File: src/rtl/alu_sched_pkg.sv
// Shared types, op encodings and the round-robin pick used by the ALU scheduler.
package alu_sched_pkg;

    localparam int ALU_DATA_W = 8;
    localparam int MAX_REQ    = 8;

    localparam logic OP_ADD = 1'b0;
    localparam logic OP_SUB = 1'b1;

    typedef struct packed {
        logic                  control_in;
        logic [ALU_DATA_W-1:0] a_in;
        logic [ALU_DATA_W-1:0] b_in;
    } alu_req_t;

    typedef struct packed {
        logic [ALU_DATA_W-1:0] result_out;
        logic                  flag_out;
    } alu_rsp_t;

    typedef enum logic [1:0] {
        IDLE = 2'd0,
        EXEC = 2'd1,
        RESP = 2'd2
    } sched_state_t;

    typedef struct packed {
        logic       hit;
        logic [2:0] idx;
    } rr_grant_t;

    // First valid requester strictly after 'last', wrapping modulo n.
    // The last-granted requester is only picked again when nobody else asks.
    function automatic rr_grant_t rr_pick(input logic [MAX_REQ-1:0] valid,
                                          input logic [2:0]         last,
                                          input int unsigned        n);
        rr_grant_t   g;
        int unsigned idx;
        g = '0;
        for (int unsigned k = 1; k <= MAX_REQ; k++) begin
            if (k <= n) begin
                idx = (32'(last) + k) % n;
                if (!g.hit && valid[idx[2:0]]) begin
                    g.hit = 1'b1;
                    g.idx = idx[2:0];
                end
            end
        end
        return g;
    endfunction

endpackage

File: src/rtl/alu_addsub_core.sv
// Shared add/sub datapath: operand register loaded on grant, result registered one cycle later.
module alu_addsub_core
    import alu_sched_pkg::*;
#(
    parameter int DATA_W = ALU_DATA_W
) (
    input  logic     clock,
    input  logic     reset,
    input  logic     load,
    input  alu_req_t req,
    output alu_rsp_t rsp
);

    alu_req_t    op_q;
    logic [DATA_W:0] res;

    // Operand capture; holds the granted request so later input changes are ignored.
    always_ff @(posedge clock) begin
        if (reset)     op_q <= '0;
        else if (load) op_q <= req;
    end

    // 9-bit unsigned add/sub; bit DATA_W is carry on add and borrow on sub.
    always_comb begin
        res = '0;
        if (op_q.control_in == OP_SUB)
            res = {1'b0, op_q.a_in} - {1'b0, op_q.b_in};
        else
            res = {1'b0, op_q.a_in} + {1'b0, op_q.b_in};
    end

    // Result register; stays stable while the operand register is untouched.
    always_ff @(posedge clock) begin
        if (reset) rsp <= '0;
        else       rsp <= '{result_out: res[DATA_W-1:0], flag_out: res[DATA_W]};
    end

endmodule

File: src/rtl/alu_rr_scheduler.sv
// Round-robin scheduler sharing one registered add/sub core among NUM_REQ requesters.
module alu_rr_scheduler
    import alu_sched_pkg::*;
#(
    parameter int NUM_REQ = 4,
    parameter int DATA_W  = ALU_DATA_W,
    parameter int ID_W    = $clog2(NUM_REQ)
) (
    input  logic                    clock,
    input  logic                    reset,
    input  logic [NUM_REQ-1:0]      req_valid,
    output logic [NUM_REQ-1:0]      req_ready,
    input  alu_req_t [NUM_REQ-1:0]  req_data,
    output logic                    rsp_valid,
    input  logic                    rsp_ready,
    output alu_rsp_t                rsp_data,
    output logic [ID_W-1:0]         rsp_id,
    output logic                    busy
);

    sched_state_t    state_q, state_d;
    logic [ID_W-1:0] last_grant;
    logic [ID_W-1:0] g_idx;
    rr_grant_t       grant;
    logic            load;

    assign grant = rr_pick(MAX_REQ'(req_valid), 3'(last_grant), NUM_REQ);
    assign g_idx = ID_W'(grant.idx);

    // Next-state and grant decode; reset masks req_ready so nothing is accepted under reset.
    always_comb begin
        state_d   = state_q;
        req_ready = '0;
        load      = 1'b0;
        case (state_q)
            IDLE: begin
                if (grant.hit && !reset) begin
                    req_ready[g_idx] = 1'b1;
                    load             = 1'b1;
                    state_d          = EXEC;
                end
            end
            EXEC:    state_d = RESP;
            RESP:    if (rsp_ready) state_d = IDLE;
            default: state_d = IDLE;
        endcase
    end

    // State register and round-robin pointer; pointer starts at NUM_REQ-1 so requester 0 wins first.
    always_ff @(posedge clock) begin
        if (reset) begin
            state_q    <= IDLE;
            last_grant <= ID_W'(NUM_REQ - 1);
        end else begin
            state_q <= state_d;
            if (load) last_grant <= g_idx;
        end
    end

    // Response tag follows the result into the output register at the end of EXEC.
    always_ff @(posedge clock) begin
        if (reset)                rsp_id <= '0;
        else if (state_q == EXEC) rsp_id <= last_grant;
    end

    assign rsp_valid = (state_q == RESP);
    assign busy      = (state_q != IDLE);

    alu_addsub_core #(.DATA_W(DATA_W)) u_core (
        .clock (clock),
        .reset (reset),
        .load  (load),
        .req   (req_data[g_idx]),
        .rsp   (rsp_data)
    );

endmodule

File: config.mk
export PLATFORM = sky130hd
export DESIGN_NAME = alu_rr_scheduler
export DESIGN_NICKNAME = d
export VERILOG_FILES = /design/src/rtl/alu_sched_pkg.sv /design/src/rtl/alu_addsub_core.sv /design/src/rtl/alu_rr_scheduler.sv
export SDC_FILE = /design/constraint.sdc
export NUM_CORES = 1
export LEC_CHECK = 0
export CORE_ASPECT_RATIO = 1.4
export CORE_UTILIZATION = 44
export CTS_CLUSTER_DIAMETER = 60
export DETAILED_ROUTE_END_ITERATION = 8
export GPL_ROUTABILITY_DRIVEN = 0
export PLACE_DENSITY_LB_ADDON = 0.08
export SLEW_MARGIN = 5
export SYNTH_ARGS = -nofsm -noshare
export SYNTH_HDL_FRONTEND = slang
export SYNTH_SLANG_ARGS = --single-unit
File: constraint.sdc
create_clock -name clock -period 3.6 [get_ports clock]
set_clock_uncertainty 0.2 [all_clocks]
set_input_delay 0.9 -clock clock [delete_from_list [all_inputs] [get_ports clock]]
set_output_delay 0.9 -clock clock [all_outputs]
set_load 0.01 [all_outputs]
# [Yosys cells after proc, flatten, opt, wreduce, memory -nomap -nowiden]
# Cells that the tools add are included.
[word_totals] reg_bits=32 output_inout_bits=17
[classes] eq_ne=4 addsub=6 n_lt_le_gt_ge=6 n_reduce_logical=12 mux=24
[ops] op="binary-select mux 17 bit (select 2 bit)" n=1
[ops] op="two-way mux 4 bit" n=6
[ops] op="two-way mux 17 bit" n=1
[ops] op="< comparator 2 x 4 -> 1 bit (second input constant)" n=4
[ops] op="adder 8 x 8 -> 9 bit" n=1
[ops] op="two-way mux 9 bit" n=1
[ops] op="subtractor 8 x 8 -> 9 bit" n=1
[ops] op="binary-select mux 1 bit (select 2 bit)" n=4
[ops] op="two-way mux 1 bit" n=7
[ops] op="case mux 2 bit (3 select lines)" n=1
[ops] op="logical AND 1 bit" n=5
[ops] op="adder 2 x 1 -> 2 bit (second input constant)" n=2
[ops] op="adder 2 bit (second input constant)" n=2
[ops] op="zero test 1 bit" n=4
[ops] op="two-way mux 2 bit" n=2
[ops] op="< comparator 2 x 3 -> 1 bit (second input constant)" n=1
[ops] op="demux 1 bit (select 2 bit)" n=1
[ops] op="== test 2 x 1 -> 1 bit (second input constant)" n=1
[ops] op="== test 2 bit (second input constant)" n=1
[ops] op="greater-or-equal comparator 2 x 1 -> 1 bit (second input constant)" n=1
[ops] op="zero test 2 bit" n=1
[ops] op="!= test 2 x 1 -> 1 bit (second input constant)" n=1
[ops] op="!= test 2 bit (second input constant)" n=1
[ops] op="AND reduction 2 bit" n=1
[ops] op="nonzero test 2 bit" n=1

# [Longest topological paths before layout]
[depth] word_depth=19 ltp_mapped=11 ltp_nobuf=11

# [Hierarchy]
# From an unflattened synthesis, not the netlist that was laid out.
[unflattened] cells_unflattened=284 hier_area_um2=2169.6
[by_module_without_submodules] mod="alu_addsub_core" seq_area_each_um2=520.5 area_each_um2=1335.0 instances=1 cells_per_inst=144
[by_module_without_submodules] mod="alu_rr_scheduler" seq_area_each_um2=120.1 area_each_um2=834.6 instances=1 cells_per_inst=140

# [Worst setup path after synthesis]
# OpenSTA, ideal clock, no wires.
[synth_timing] path_kind="in2out" start="in req_valid[0]" end="out req_ready[3]" path_slack_ns=0.337 cell_stages=6 n_path_buf=2 arrival_ns=2.163 path_cell_list="a21o_1 > a31o_2 > buf_2 > nor3_2 > buf_2 > nor2b_1"
[synth_via] elab_chain_cells=18 word_cells_on_any_way=26
[synth_rtl] element="start, declared" line="alu_rr_scheduler.sv:11" text="input logic [NUM_REQ-1:0] req_valid,"
[synth_rtl] element="binary-select mux 1 bit (select 2 bit)" line="alu_sched_pkg.sv:43" text="if (!g.hit && valid[idx[2:0]]) begin"
[synth_rtl] element="two-way mux 1 bit (implied by the code)" line="alu_sched_pkg.sv:43"
[synth_rtl] element="two-way mux 4 bit" line="alu_sched_pkg.sv:43"
[synth_rtl] element="zero test 1 bit" line="alu_sched_pkg.sv:43"
[synth_rtl] element="logical AND 1 bit" line="alu_sched_pkg.sv:43"
[synth_rtl] element="two-way mux 4 bit" line="alu_sched_pkg.sv:43"
[synth_rtl] element="zero test 1 bit" line="alu_sched_pkg.sv:43"
[synth_rtl] element="logical AND 1 bit" line="alu_sched_pkg.sv:43"
[synth_rtl] element="[... 2 more ...]"
[synth_rtl] element="logical AND 1 bit" line="alu_sched_pkg.sv:43"
[synth_rtl] element="two-way mux 4 bit (*)" line="alu_sched_pkg.sv:43"
[synth_rtl] element="< comparator 2 x 3 -> 1 bit (implied by the code) or greater-or-equal comparator 2 x 1 -> 1 bit (tied branches)" line="alu_rr_scheduler.sv:38" text="req_ready[g_idx] = 1'b1;"
[synth_rtl] element="logical AND 1 bit (implied by the code)" line="alu_rr_scheduler.sv:38"
[synth_rtl] element="two-way mux 1 bit (implied by the code)" line="alu_rr_scheduler.sv:38"
[synth_rtl] element="demux 1 bit (select 2 bit)" line="alu_rr_scheduler.sv:38"
[synth_rtl] element="two-way mux 4 bit (*)" line="alu_rr_scheduler.sv:37" text="if (grant.hit && !reset) begin"
[synth_rtl] element="two-way mux 4 bit (*)" line="alu_rr_scheduler.sv:35" text="case (state_q)"
[synth_rtl] element="end, declared" line="alu_rr_scheduler.sv:12" text="output logic [NUM_REQ-1:0] req_ready,"
# Every way passes the cells marked *; elsewhere a longest branch is shown, timed or not. The select of a mux whose other input is x is not followed.

# [Worst setup path after layout]
[layout_timing] start="in req_valid[0]" end="out req_ready[0]"
# Same word-level chain as after synthesis.

==> summary.txt <==
Run status
  – Status: finished, final reports clean

Setup path
  – Reg2reg path depth: 9
  – Worst EP required: 2.50 ns
  – WP data arrival: 2.41 ns
  – Setup crit start kind: input port
  – Critical-path cell list: clkdlybuf4s50_1 > or4_4 > nand2_4 > nor3_2 > and2_1 > dlygate4sd2_1
  – Crit. End Element: output pin
  – Setup CP Type: in -> out
  – Slowest Stage Delay on Critical Path: 0.45 ns
  – Slowest stage cell, crit path: or4_4
  – Crit-path max FO: 3

Floorplanning
  – Core ar.: 4880 um2
  – Width of the die: 62.6 um
  – Die H: 86.9 um
  – Initial Util: 46.4%
  – Row cnt: 30
  – Total die area: 5440 um2
  – Top Ports: 92

Global route
  – Largest net degree at the start of global routing: 28
  – Initial antenna violation count: 0
  – Global-route wire length before repair: 9.50 mm
  – All-Layer GR Usage: 22.3%
  – Grt ovf: 0
  – Vias in the first global route: 2090

CTS
  – Skew-Pair Late Insertion Delay: 0.28 ns
  – CTS Root Cell: clkbuf_8
  – Clock sinks: 32
  – Clk buf depth: 2
  – CTS hold repair buffers: 0
  – CTS tree: yes
  – TritonCTS Buffers: 5
  – Post-CTS Setup Bufs: 0
  – H-tree Lvls: 2
  – Worst-path clk slew: 0.07 ns

Power and ir drop
  – Pwr dens: 536 nW/um2
  – VDD IR-drop max: 0.000252 V
  – Leak: 0.00142 uW

Detailed routing
  – DRC errors left: 0
  – TritonRoute pass-1 iters: 4
  – WL/cell: 14.0 um
  – Total Wirelength: 5.74 mm
  – Via/cell ratio: 5.36
  – First DRT Iteration DRCs: 56
  – Vias: 2202
  – Final ANT Viol Nets: 0

Synth
  – Synthesized area: 2260 um2
  – Avg Inst Size Synth: 9.02 um2
  – Netlist cell types: 40
  – Yosys warns: 0
  – Syn Nets: 336
  – Post-synth EDFFs: 0
  – Yosys reg bits: 32
  – Asr flop ratio synth: 0%
  – Seq/Total Area, Yosys: 28.3%
  – Post-synthesis cell count: 251
  – Synth Flop Type: dfxtp_1

Placement
  – I/O Buffers: 91
  – Hpwl dp: 4.57 mm
  – Placed insts: 403
  – Area post-placement: 3270 um2

STA
  – Worst-Margin Slew: 0.450 ns
  – Final Critical Period: 3.51 ns
  – Period utilisation layout: 97.5%
  – Unrepaired setup endpoints after global routing: false
  – Hold violation count in the final report: 0
  – Fmax: 285 MHz
  – Fin. max-slew vios: 0
  – Slew HR: 70.0%
  – Final setup fails: 0

Layout
  – Final design utilization: 70.0%
  – Non-Filler Instances: 411
  – NumNets Final: 431
  – ANT cells: 0
  – Design area: 3420 um2
  – Area grow syn2layout: 51.0%
  – Layout cells sized above 1: 15.3%

Hold path
  – Hold Crit Depth: 1
  – Worst hold-check path type: reg -> reg

Flow run
  – Max Cap Viol: 0
==> per-stage QoR <==
step                hold slack [ns]  setup slack (ns)  total power, uW  TNS, ns
floorplan                     0.256             0.337             1150        0
global placement              0.284            -0.257             1440   -0.991
detailed placement            0.288            -0.273             1460    -1.06
CTS                           0.307           0.00214             1850        0
global route                  0.321            0.0300             1960        0
finish                        0.308            0.0884             1830        0
==> logic make-up (layout without fill, tap and decap cells) <==
group / count (synthesis) / count (layout) / share of synthesized area, %
AND/OR/NAND/NOR: 94 / 94 / 22.7
AO/OA/AOI/OAI: 42 / 42 / 15.4
multiplexers: 40 / 40 / 18.8
flip-flops: 32 / 32 / 28.3
buffers and inverters: 27 / 123 / 6.69
adder cells (fa/ha/maj): 10 / 10 / 5.86
XOR/XNOR: 6 / 6 / 2.32
==> power by group <==
group	switching (uW)	internal, uW	total (uW)
logic	421	523	945
clock network	134	244	378
registers	61.0	447	508
==> cells in the final DEF (no fill, tap or decap), types with 3 or more instances in the layout <==
cell	netlist	routed
a21oi_1	5	5
a221o_1	17	17
buf_4	1	14
clkbuf_8	0	7
clkdlybuf4s50_1	0	84
dfxtp_1	32	32
dlygate4sd2_1	0	4
ha_1	9	9
inv_1	9	9
mux2_2	20	20
mux2i_1	20	20
nand2b_1	7	7
nand3_1	36	36
nor2_1	17	17
nor2b_1	9	8
nor3_1	8	7
nor3b_1	4	4
o21a_1	5	5
o21ai_0	3	3
o31a_1	3	3
xnor2_1	6	6
==> timing repair <==
action | in CTS | in global routing
cloned | 0 | 0
setup endpoints to repair | 4 | 4
pin swaps | 0 | 4
resized for setup | 9 | 4
==> sequential cells by signal, summed over array words and instances, names as in the netlist <==
name	flops
u_core.op_q	17
u_core.rsp	9
last_grant	2
rsp_id	2
state_q	2
==> layer usage <==
layer,track usage (%),routed length [um]
met4,8.46,97
met2,41.9,3090
met5,0,0
met1,24.5,2310
met3,4.58,238
==> cell usage after synthesis, types with 2 or more instances <==
| master | count | share of area (%) |
|---|---|---|
| a21oi_1 | 5 | 1.1 |
| or3_1 | 2 | 0.55 |
| xnor2_1 | 6 | 2.3 |
| buf_6 | 5 | 2.5 |
| a221o_1 | 17 | 7.5 |
| o31a_1 | 3 | 1.2 |
| and2_1 | 2 | 0.55 |
| o21ai_0 | 3 | 0.66 |
| o21a_1 | 5 | 1.7 |
| mux2_2 | 20 | 10 |
| nor3b_1 | 4 | 1.3 |
| inv_1 | 9 | 1.5 |
| ha_1 | 9 | 5.0 |
| nand2b_1 | 7 | 1.9 |
| buf_2 | 7 | 1.5 |
| a21o_1 | 2 | 0.66 |
| nor3_1 | 8 | 1.8 |
| nor2b_1 | 9 | 2.5 |
| mux2i_1 | 20 | 8.8 |
| a21oi_2 | 2 | 0.77 |
| clkbuf_1 | 4 | 0.66 |
| nor2_1 | 17 | 2.8 |
| dfxtp_1 | 32 | 28 |
| or4_1 | 2 | 0.66 |
| nand3_1 | 36 | 8.0 |
==> final timing paths <==
| kind | endpoint | start | slack, ns |
|---|---|---|---|
| worst min-delay path | u_core.op_q[8]$_SDFFE_PP0P_ | u_core.op_q[8]$_SDFFE_PP0P_ | 0.31 |
| worst max register to register | u_core.rsp[0]$_SDFF_PP0_ | u_core.op_q[0]$_SDFFE_PP0P_ | 0.82 |
| worst max-delay path | req_ready[0] | req_valid[0] | 0.09 |
| worst min register to register | u_core.op_q[8]$_SDFFE_PP0P_ | u_core.op_q[8]$_SDFFE_PP0P_ | 0.31 |
==> area by class of cell <==
cell class              count  area [um2]
flip-flops and latches     32         641
fillers                   411        1460
inverters                   9        33.8
well taps                  64        80.1
multi-input cells         192        1500
repair buffers            106        1040
clock inverters             1        30.0
clock buffers               7        96.3
==> worst max-delay path, delay by kind of cell <==
family / cells / cell delay, ns
simple gates: 4 / 0.79
buf+inv: 2 / 0.71
Power figures use the tool's default switching activity.
